===== config.mk =====
export PLATFORM = sky130hd
export DESIGN_NAME = result_drain
export DESIGN_NICKNAME = d
export VERILOG_FILES = /design/src/rtl/result_drain.sv
export SDC_FILE = /design/constraint.sdc
export NUM_CORES = 1
export LEC_CHECK = 0
export ABC_CLOCK_PERIOD_IN_PS = 5400
export BUFFER_PORTS_ARGS = -buffer_cell sky130_fd_sc_hd__buf_4
export CORE_MARGIN = 3
export CORE_UTILIZATION = 25
export DETAILED_ROUTE_END_ITERATION = 16
export PLACE_DENSITY = 0.52
export SLEW_MARGIN = 25
export SYNTH_ARGS = -nofsm -noshare
export SYNTH_HDL_FRONTEND = slang
export SYNTH_SLANG_ARGS = --single-unit

===== constraint.sdc =====
create_clock -name clk -period 5.4 [get_ports clk]
set_input_delay 0.27 -clock clk [delete_from_list [all_inputs] [get_ports clk]]
set_output_delay 0.27 -clock clk [all_outputs]
set_load 0.02 [all_outputs]

===== src/rtl/result_drain.sv =====
// Drains per-PE match vectors into a stream of global weight indices, one per accepted transfer.
// Optional accepted-match counter is compiled in when RESULT_DRAIN_COUNT_EN is defined.
module result_drain #(
    parameter int groups               = 4,
    parameter int num                  = 4,
    parameter int max_number_of_weight = num * groups,
    parameter int weight_num           = 23331,
    parameter int IDW                  = 15,
    parameter int DEPTH                = 4
) (
    input  logic                            clk,
    input  logic                            reset,
    input  logic                            result_valid,
    input  logic [max_number_of_weight-1:0] result,
    input  logic [IDW-1:0]                  batch_base,
    input  logic                            string_finish,
    output logic                            match_valid,
    input  logic                            match_ready,
    output logic [IDW-1:0]                  match_id,
    output logic                            busy,
    output logic                            done,
    output logic                            overflow,
    output logic [31:0]                     match_count
);
    localparam int MAXW = max_number_of_weight;
    localparam int AW   = $clog2(DEPTH);
    localparam int IW   = (MAXW > 1) ? $clog2(MAXW) : 1;

    if (weight_num > (1 << IDW)) begin : g_idw_check
        $error("IDW is too narrow to index weight_num weights");
    end

    typedef enum logic {ST_IDLE, ST_SCAN} state_t;

    state_t          r_state;
    logic [MAXW-1:0] r_work;
    logic [IDW-1:0]  r_wbase;
    logic [AW:0]     r_wr_ptr;
    logic [AW:0]     r_rd_ptr;
    logic            r_overflow;
    logic            r_finish_pending;
    logic            r_done;
    logic [MAXW-1:0] r_mem_res  [DEPTH];
    logic [IDW-1:0]  r_mem_base [DEPTH];

    logic [AW:0]     w_count;
    logic            w_empty;
    logic            w_full;
    logic            w_nz_in;
    logic            w_accept;
    logic            w_pop;
    logic            w_push;
    logic            w_drop;
    logic            w_done_cond;
    logic [MAXW-1:0] w_work_clr;
    logic [IW-1:0]   w_low_idx;
    logic [MAXW-1:0] w_head_res;
    logic [IDW-1:0]  w_head_base;

    assign w_count     = r_wr_ptr - r_rd_ptr;
    assign w_empty     = (w_count == '0);
    assign w_full      = (w_count == (AW+1)'(DEPTH));
    assign w_nz_in     = result_valid && (result != '0);
    assign w_accept    = (r_state == ST_SCAN) && match_ready;
    assign w_work_clr  = r_work & (r_work - MAXW'(1));
    assign w_head_res  = r_mem_res[r_rd_ptr[AW-1:0]];
    assign w_head_base = r_mem_base[r_rd_ptr[AW-1:0]];

    // Pop either to start a scan, or in the same cycle the last bit of the working vector goes out.
    assign w_pop  = !w_empty && ((r_state == ST_IDLE) || (w_accept && (w_work_clr == '0)));
    assign w_push = w_nz_in && (!w_full || w_pop);
    assign w_drop = w_nz_in && w_full && !w_pop;
    assign w_done_cond = r_finish_pending && w_empty && (r_state == ST_IDLE) && !w_nz_in;

    always_comb begin
        w_low_idx = '0;
        for (int i = MAXW - 1; i >= 0; i--) begin
            if (r_work[i]) w_low_idx = IW'(i);
        end
    end

    always_ff @(posedge clk) begin
        if (w_push) begin
            r_mem_res[r_wr_ptr[AW-1:0]]  <= result;
            r_mem_base[r_wr_ptr[AW-1:0]] <= batch_base;
        end
    end

    always_ff @(posedge clk) begin
        if (reset) begin
            r_state          <= ST_IDLE;
            r_work           <= '0;
            r_wbase          <= '0;
            r_wr_ptr         <= '0;
            r_rd_ptr         <= '0;
            r_overflow       <= 1'b0;
            r_finish_pending <= 1'b0;
            r_done           <= 1'b0;
        end else begin
            if (w_push) r_wr_ptr <= r_wr_ptr + (AW+1)'(1);
            if (w_pop)  r_rd_ptr <= r_rd_ptr + (AW+1)'(1);
            if (w_drop) r_overflow <= 1'b1;
            r_done           <= w_done_cond;
            r_finish_pending <= string_finish || (r_finish_pending && !w_done_cond);
            case (r_state)
                ST_IDLE: begin
                    if (w_pop) begin
                        r_work  <= w_head_res;
                        r_wbase <= w_head_base;
                        r_state <= ST_SCAN;
                    end
                end
                ST_SCAN: begin
                    if (w_accept) begin
                        if (w_work_clr != '0) begin
                            r_work <= w_work_clr;
                        end else if (w_pop) begin
                            r_work  <= w_head_res;
                            r_wbase <= w_head_base;
                        end else begin
                            r_work  <= '0;
                            r_state <= ST_IDLE;
                        end
                    end
                end
                default: r_state <= ST_IDLE;
            endcase
        end
    end

    assign match_valid = (r_state == ST_SCAN);
    assign match_id    = (r_state == ST_SCAN) ? (r_wbase + IDW'(w_low_idx)) : '0;
    assign busy        = !w_empty || (r_state == ST_SCAN);
    assign done        = r_done;
    assign overflow    = r_overflow;

`ifdef RESULT_DRAIN_COUNT_EN
    logic [31:0] r_count;

    always_ff @(posedge clk) begin
        if (reset || r_done) begin
            r_count <= '0;
        end else if (w_accept) begin
            r_count <= r_count + 32'd1;
        end
    end

    assign match_count = r_count;
`else
    assign match_count = '0;
`endif
endmodule


==> out/results.tsv <==
stage	metric	value	unit
grt	grt_pass1_vias	4301	
drt	drt-pass1-iter-count	4	
sta	worst_pin_slew	0.9532	ns
grt	globalRouteOverflowTotal	0	
clocking	cts_setup_buffers	0	
yosys	synth_area_leaders	edfxtp_1 51%, dfxtp_1 12%, mux4_2 9.5%	
clocking	htreeDepth	4	
cells_and_area	syn_to_final_growth	18.15	%
yosys	synth_top_cell_by_area	edfxtp_1	
worst_setup_path	arrival	4.10	ns
yosys	synth_common_cells	124 x edfxtp_1, 43 x dfxtp_1, 40 x nor2_1, 33 x buf_4, 31 x mux4_2	
yosys	yosysTopAreaCellShare	50.90	%
clocking	cts_tree	done	
sta	setup_viol	0	
clocking	numCtsBuffers	17	
cells_and_area	fin_nets	625	
yosys	synth_ff_type	edfxtp_1	
cells_and_area	insertedDiodeCount	0	
cells_and_area	final_cells	966	
grt	grt_usage	10.81	%
drt	postRouteAntennaNets	0	
sta	clock_skew	0.008420	ns
floorplan	die_height	177.1	um
floorplan	fp-row-count	61	
placed_design	place_inst	936	
placed_design	routabilityCongestion	0.8348	
grt	antenna_found_initial	0	
drt	vias_per_cell	4.371	
clocking	clk_latency	0.42	ns
sta	rsz0062_at_grt	false	
sta	finalCriticalPeriod	3.980	ns
worst_setup_path	cp.required	5.52	ns
clocking	clock_path_buffers	2	
clocking	ctsResizeCount	0	
clocking	cts-root-buf	clkbuf_16	
sta	hold_viol_final	0	
sta	max_freq	251.3	MHz
floorplan	die_width	177.1	um
sta	slew_headroom	35.78	%
sta	fin_tns_setup	0	ns
drt	drc_errors	0	
placed_design	dp_hpwl	11170	um
drt	drtIter0Drc	256	
clocking	cts.sinks	167	
floorplan	dieArea	31350	um^2
floorplan	ioPinCount	87	
worst_setup_path	reg2reg_depth	7	
sta	post-route-period-util	73.69	%
drt	vias	4222	
yosys	ys_seq_elements	167	
min_path	hold_path_class	in2reg	
pwr	irDropWorstVdd	0.3320	mV
grt	grt_max_degree	36	
floorplan	core	28320	um^2
yosys	yosys_warnings	0	
placed_design	port_buffers	54	
clocking	path_clk_slew	0.06	ns
worst_setup_path	worst_setup_path_start_kind	flip-flop	
worst_setup_path	critPathCaptureType	flip-flop	
sta	slew_viol_final	0	
min_path	worstHoldPathCells	1	
worst_setup_path	critPathKind	reg2reg	
placed_design	place_ws	1.373	ns
sta	timing.final.ws_setup	1.420	ns
worst_setup_path	cp_max_fo	23	
yosys	avgSynthCellArea	14.10	um^2
clocking	cts_hold_buf	0	
yosys	async_flop_share	0	%
pwr	powerDensity	553.4	nW/um^2
drt	wl	16130	um
drt	wl_per_cell	16.69	um
yosys	synthCells	519	
grt	grt_pass1_wl	25500	um
pwr	power	4.783	mW
yosys	synth-edff-count	124	
yosys	ys_types	57	
pwr	leakage	3.030	nW
yosys	synth.most_common_cell	edfxtp_1	
yosys	netlist_area	7316	um^2
yosys	ys_seq_area_share	62.66	%
status	status	complete, no violations	
cells_and_area	drive_gt1_share	22.62	%
floorplan	start_util	25.84	%
job	drv_cap	0	
## sequential cells by signal (all words and copies together) (netlist names), named ones only
register          count
r_wbase              15
done                  1
r_wr_ptr              3
r_work               16
overflow              1
match_valid           1
r_rd_ptr              3
r_mem_res            64
r_finish_pending      1
r_mem_base           60
## critical path, cell delays in order (launching register included)
cell and delay (ns):
dfxtp_1 0.39, or4_1 0.71, or4_1 0.52, a22o_1 0.27, nor4_4 0.34, a31oi_1 0.39
nor2b_4 0.79, buf_4 0.28
## cell usage in the layout, fill, tap and decap left out, types with 3 or more instances in the layout
master	Yosys	final
a21o_1	3	3
a21oi_1	26	26
a31oi_1	5	5
a32o_1	6	6
and2_1	3	3
and3_1	3	3
buf_4	33	63
bufinv_16	0	3
clkbuf_1	17	3
clkbuf_16	0	17
conb_1	1	32
dfxtp_1	43	42
edfxtp_1	124	124
ha_1	11	11
inv_1	14	14
mux2i_1	17	17
mux4_2	31	31
nand2_1	27	27
nand2b_1	5	5
nand3_1	4	4
nor2_1	40	40
nor2b_1	10	7
nor2b_4	0	3
nor3_1	7	7
nor4_1	8	8
o21ai_0	12	12
o2bb2ai_1	4	4
or2_2	3	3
or3_1	7	7
or4_1	4	4
xnor2_1	8	8
xor2_1	5	5
## logic make-up after synthesis
kind of cell | count (synthesis) | share of synthesized area (%)
compound gates | 77 | 7.012
buf+inv | 69 | 5.285
mux | 50 | 12.18
fa+ha+maj | 13 | 2.292
xor+xnor | 13 | 1.556
other cells | 1 | 0.05126
simple gates | 129 | 8.962
flops | 167 | 62.66
## worst paths after layout
kind | start | to | slack [ns]
max | r_work[0]$_SDFFE_PP0P_ | r_mem_base[2][12]$_DFFE_PP_ | 1.42
min | batch_base[6] | r_mem_base[3][6]$_DFFE_PP_ | 0.05
max reg2reg | r_work[0]$_SDFFE_PP0P_ | r_mem_base[2][12]$_DFFE_PP_ | 1.42
min reg2reg | r_finish_pending$_SDFF_PP0_ | r_finish_pending$_SDFF_PP0_ | 0.47
## routing by layer
metal  vias to the layer above  share of wire [%]  global-route usage [%]
li1                       2028                  -                       -
met2                       113                 47                   17.24
met4                         0                1.5                   3.142
met3                        13                4.2                   2.488
met5                         -                  0                       0
met1                      2068                 47                   14.74
## through the flow
stage,hold slack (ns),instance area [um^2],utilization [%]
after floorplan,0.3689,7432,-
after detailed placement,0.4705,8075,28.52
final,0.05420,8643,30.52
after global placement,0.4542,8075,28.52
after CTS,0.03637,8643,30.52
after global routing,0.04216,8643,30.52
## where the power goes
group	leakage (nW)	switching [mW]	total (mW)	internal, mW
Combinational	1.26	1.00	1.76	0.760
Sequential	1.49	0.178	1.85	1.67
Clock	0.271	0.461	1.18	0.717
## final cells by class
cell class,instances,area [um^2]
Sequential cell,167,4586
Clock buffer,20,436.7
Fill cell,2836,19670
Clock inverter,10,131.4
Tap cell,378,473.0
Timing Repair Buffer,63,473.0
Inverter,14,52.55
Multi-Input combinational cell,314,2491
Power figures use the tool's default switching activity.
